## src/rtl/enc_pkg.sv

```systemverilog
// Shared constants, state encoding and index/code helpers for the
// sequential priority encoder.
package enc_pkg;

  localparam int N_REQ  = 8;
  localparam int CODE_W = 3;

  typedef enum logic [0:0] {
    IDLE  = 1'b0,
    VALID = 1'b1
  } state_e;

  // Pending bit k encodes to code 7-k, the inverse of the 3-to-8 decoder.
  function automatic logic [CODE_W-1:0] bit_to_code(input int k);
    return CODE_W'(N_REQ - 1 - k);
  endfunction

  // One-hot pending bit that a given code refers to.
  function automatic logic [N_REQ-1:0] code_to_mask(input logic [CODE_W-1:0] c);
    logic [N_REQ-1:0] m;
    m = '0;
    m[N_REQ - 1 - int'(c)] = 1'b1;
    return m;
  endfunction

endpackage

```

## src/rtl/prio_enc8.sv

```systemverilog
// Combinational 8-input priority encoder; bit 7 has the highest priority.
module prio_enc8
  import enc_pkg::*;
(
  input  logic [7:0] vec,
  output logic       any,
  output logic [2:0] code
);

  // Scan upward so the highest set bit is the last assignment to win.
  always_comb begin
    any  = 1'b0;
    code = '0;
    for (int k = 0; k < 8; k++) begin
      if (vec[k]) begin
        any  = 1'b1;
        code = bit_to_code(k);
      end
    end
  end

endmodule

```

## src/rtl/priority_encoder_seq.sv

```systemverilog
// Sequential priority encoder: collects requests into a pending register
// and hands them out one code at a time over a valid/ready handshake.
//
// state | meaning
// ------+----------------------------------------------
// IDLE  | nothing offered; code held at 0
// VALID | code holds an offered request awaiting ready
module priority_encoder_seq
  import enc_pkg::*;
#(
  parameter int N_REQ  = 8,
  parameter int CODE_W = 3
) (
  input  logic              clk,
  input  logic              rst_n,
  input  logic              en,
  input  logic              clear,
  input  logic [N_REQ-1:0]  req,
  input  logic              ready,
  output logic              valid,
  output logic [CODE_W-1:0] code,
  output logic [N_REQ-1:0]  pending,
  output logic              overflow
);

  state_e              state_q, state_d;
  logic [N_REQ-1:0]    pending_q, pending_d;
  logic [CODE_W-1:0]   code_q, code_d;
  logic                ovf_q, ovf_d;

  logic [N_REQ-1:0]    req_en;
  logic [N_REQ-1:0]    acc_mask;
  logic [N_REQ-1:0]    rem;
  logic                acc;
  logic                pend_any, rem_any;
  logic [CODE_W-1:0]   pend_code, rem_code;

  // Pick the next code from the whole register when idle, and from what
  // survives the current acceptance when handing out back-to-back.
  prio_enc8 u_enc_pending (
    .vec  (pending_q),
    .any  (pend_any),
    .code (pend_code)
  );

  prio_enc8 u_enc_rem (
    .vec  (rem),
    .any  (rem_any),
    .code (rem_code)
  );

  // Handshake, acceptance mask and the pending/overflow next values.
  always_comb begin
    req_en    = req & {N_REQ{en}};
    acc       = (state_q == VALID) && ready;
    acc_mask  = acc ? code_to_mask(code_q) : '0;
    rem       = pending_q & ~acc_mask;
    // Fresh captures are ORed in after the accepted bit is removed, so a
    // request landing on the bit being accepted survives as a new request.
    pending_d = rem | req_en;
    ovf_d     = |(req_en & rem);
  end

  // Next state and next offered code. New captures are not visible in rem,
  // so they are served no earlier than the following cycle.
  always_comb begin
    state_d = state_q;
    code_d  = code_q;
    unique case (state_q)
      IDLE: begin
        if (pend_any) begin
          state_d = VALID;
          code_d  = pend_code;
        end
      end
      VALID: begin
        if (ready) begin
          if (rem_any) begin
            code_d = rem_code;
          end else begin
            state_d = IDLE;
            code_d  = '0;
          end
        end
      end
      default: begin
        state_d = IDLE;
        code_d  = '0;
      end
    endcase
  end

  // State, pending and output registers; clear flushes everything.
  always_ff @(posedge clk or negedge rst_n) begin
    if (!rst_n) begin
      state_q   <= IDLE;
      pending_q <= '0;
      code_q    <= '0;
      ovf_q     <= 1'b0;
    end else if (clear) begin
      state_q   <= IDLE;
      pending_q <= '0;
      code_q    <= '0;
      ovf_q     <= 1'b0;
    end else begin
      state_q   <= state_d;
      pending_q <= pending_d;
      code_q    <= code_d;
      ovf_q     <= ovf_d;
    end
  end

  assign valid    = (state_q == VALID);
  assign code     = code_q;
  assign pending  = pending_q;
  assign overflow = ovf_q;

endmodule
```

## config.mk

```make
export PLATFORM = sky130hd
export DESIGN_NAME = priority_encoder_seq
export DESIGN_NICKNAME = d
export VERILOG_FILES = /design/src/rtl/enc_pkg.sv /design/src/rtl/prio_enc8.sv /design/src/rtl/priority_encoder_seq.sv
export SDC_FILE = /design/constraint.sdc
export NUM_CORES = 1
export LEC_CHECK = 0
export CAP_MARGIN = 20
export CELL_PAD_IN_SITES_DETAIL_PLACEMENT = 0
export CELL_PAD_IN_SITES_GLOBAL_PLACEMENT = 1
export CORE_MARGIN = 4
export CORE_UTILIZATION = 36
export CTS_CLUSTER_SIZE = 24
export DETAILED_ROUTE_END_ITERATION = 8
export GPL_TIMING_DRIVEN = 0
export PLACE_DENSITY_LB_ADDON = 0.1
export SETUP_SLACK_MARGIN = 0.15
export SLEW_MARGIN = 20
export SYNTH_ARGS = -nofsm -noshare
export SYNTH_HDL_FRONTEND = slang
export SYNTH_SLANG_ARGS = --single-unit
```

## constraint.sdc

```tcl
create_clock -name clk -period 2.6 [get_ports clk]
set_clock_uncertainty 0.1 [all_clocks]
set_input_delay 0.26 -clock clk [delete_from_list [all_inputs] [get_ports clk]]
set_output_delay 0.26 -clock clk [all_outputs]
set_load 0.01 [all_outputs]
```

==> results_dict.tcl <==
set metrics [dict create \
    grt_antenna_before_repair 0 \
    clockRootBuffer "clkbuf_4" \
    drt_iter0_drc 27 \
    synth_cell_type_count 36 \
    dp_slack_ns 0.248 \
    clock_latency_ns 0.28 \
    cts-resized-gates 0 \
    route.detailed.drc 0 \
    n_antenna_cell 0 \
    ys.flop_type "dfrtp_1" \
    critPathLaunch "ready" \
    grt_max_degree 14 \
    p_leak_nw 0.474 \
    htreeDepth 1 \
    grt_pass1_wl_um 4080 \
    netlist_area_um2 871 \
    final_cell_area_um2 1170 \
    ys_seq_area_share_pct 37.4 \
    vias 919 \
    worst_slew_pin_slew_ns 0.634 \
    die-area_um2 3270 \
    synth-async-reset-ratio_pct 100 \
    dieWidth_um 57.2 \
    max-cap-violations 0 \
    required_ns 2.71 \
    hp-class "input pin to asynchronous set/reset pin" \
    power_switching_share_pct 34.4 \
    ys_seq_elements 13 \
    hold_violations 0 \
    combinationalPowerShare_pct 33.2 \
    rsz0062_at_grt "false" \
    synth.net_count 117 \
    drt_pass1_iterations 4 \
    io_buffers 24 \
    internal_power_mw 0.375 \
    endpoint_kind "flip-flop" \
    avgRoutedWirePerCell_um 14.9 \
    drive_gt1_share_pct 9.85 \
    regArea_um2 325 \
    relSlewSlack_pct 57.6 \
    p_clk_share_pct 22.9 \
    post-route-period-util_pct 80.0 \
    status "completed" \
    dp_hpwl_um 1830 \
    nets 146 \
    p_seq_share_pct 43.9 \
    io_pins 26 \
    routed_wl_um 2390 \
    r2r_slack_ns 0.54 \
    avgSynthCellArea_um2 8.37 \
    postCtsHoldBufs 0 \
    report.final.slew_viol_count 0 \
    start_util_pct 38.6 \
    area_delta_synth_final_pct 34.6 \
    cts_setup_buffers 0 \
    synthCells 104 \
    vdd_drop_max_mv 0.268 \
    cp-start-kind "input pin" \
    placement.cell_area_um2 1150 \
    cp_max_fo 8 \
    finalCriticalPeriod_ns 2.08 \
    worst-setup-path-type "input pin to flip-flop" \
    place_congestion 0.800 \
    cts_buffer_depth 2 \
    switching_power_mw 0.196 \
    r2r_start "code[0]" \
    synth_edf_count 0 \
    power.density_nw_per_um2 487 \
    yosysWarnings 0 \
    dp.cells 156 \
    track_usage_pct 15.9 \
    setup_ws_ns 0.519 \
    cp.arrival_ns 2.19 \
    grt_pass1_vias 887 \
    fill_cells 240 \
    cts_tree "built" \
    ant_nets 0 \
    tns_ns 0 \
    gr-total-overflow 0 \
    vias_per_cell 5.74 \
    path_clk_slew_ns 0.09 \
    core_area_um2 2250 \
    finalNonFillerCells 160 \
    cts_num_sinks 13 \
    cts_buffers 3 \
    max_freq_ghz 0.481 \
    die_h_um 57.2 \
    multiInputGateArea_um2 500 \
    core.rowCount 17 \
    setup_viol_count_final 0 \
]
per-layer routing:
metal  vias to the layer above  track usage, %  wire (µm)
met2                        28            23.7       1060
met5                         -               0          0
met3                         5            3.39        157
li1                        446               -          -
met4                         0            5.96         39
met1                       440            22.5       1130
cells in the mapped netlist (2+ instances only):
| library cell | number | area, µm² |
|---|---|---|
| a21oi_1 | 14 | 70.1 |
| dfrtp_1 | 13 | 325 |
| nand2_1 | 9 | 33.8 |
| nor2_1 | 8 | 30.0 |
| inv_1 | 7 | 26.3 |
| nor3_1 | 6 | 30.0 |
| o21ai_0 | 5 | 25.0 |
| nand2_2 | 3 | 18.8 |
| nor2b_1 | 3 | 18.8 |
| a21o_1 | 2 | 15.0 |
| clkbuf_1 | 2 | 7.51 |
| nand2b_1 | 2 | 12.5 |
| nand3_1 | 2 | 10.0 |
| nand3b_1 | 2 | 15.0 |
| o21a_1 | 2 | 15.0 |
| o22ai_1 | 2 | 12.5 |
| o41ai_2 | 2 | 32.5 |
| or3_1 | 2 | 12.5 |
layout make-up:
cell class                      count  share of cell area [%]
Timing Repair Buffer               24                    20.5
Inverter                            7                    2.24
Clock buffer                        4                    2.24
Sequential cell                    13                    27.7
Multi-Input combinational cell     81                    42.7
Buffer                              3                    1.60
Tap cell                           28                    2.99
metrics by stage:
| stage | hold slack, ns | power (mW) | utilization (%) |
|---|---|---|---|
| final | 0.258 | 0.571 | 52.0 |
| after global routing | 0.294 | 0.610 | 52.0 |
| after CTS | 0.256 | 0.574 | 52.0 |
| after detailed placement | 0.530 | 0.443 | 50.8 |
| after global placement | 0.527 | 0.443 | 50.8 |
| after floorplan | -0.136 | 0.356 | - |
final timing paths:
kind,endpoint,depth (start not counted)
max reg2reg,code[2],5
min in group clk,pending[7],3
max,code[2],6
max in group asynchronous,pending[4],1
min reg2reg,pending[6],2
min,code[1],1
registers in the layout, summed over array words and instances, names as in the netlist:
signal,cells
code,3
valid,1
overflow,1
pending,8
cells by family after synthesis:
family	after synthesis	synth area share, %
AOI/OAI and AO/OA	38	30.2
buffers and inverters	10	5.17
DFF	13	37.4
and+or+nand+nor	43	27.3
power by group through the flow:
| stage | registers (mW) | clock network (mW) | logic, mW |
|---|---|---|---|
| 2_1_floorplan | 0.256 | 0 | 0.100 |
| 3_3_place_gp | 0.254 | 0 | 0.189 |
| 3_5_place_dp | 0.254 | 0 | 0.189 |
| 4_1_cts | 0.250 | 0.133 | 0.190 |
| 5_1_grt | 0.254 | 0.145 | 0.210 |
| 6_report | 0.251 | 0.130 | 0.190 |
worst max-delay path, cell delays in order:
cell,delay (ns)
clkdlybuf4s50_1,0.56
nand3b_1,0.26
o21ai_1,0.34
nand2_2,0.11
or4b_1,0.51
o22ai_1,0.15
cell usage in the layout (no fill, tap or decap), types with 2 or more instances in the layout:
cell             netlist  layout
nand2_2                3       3
clkbuf_4               0       3
o21a_1                 2       2
o41ai_2                2       2
clkbuf_1               2       3
nand2b_1               2       2
o21ai_0                5       5
nand3b_1               2       2
a21oi_1               14      14
dfrtp_1               13      13
or3_1                  2       2
o22ai_1                2       2
a21o_1                 2       2
inv_1                  7       7
nand3_1                2       2
nor2b_1                3       3
clkdlybuf4s50_1        0      24
nor3_1                 6       6
nand2_1                9       9
nor2_1                 8       8
Power figures use the tool's default switching activity.
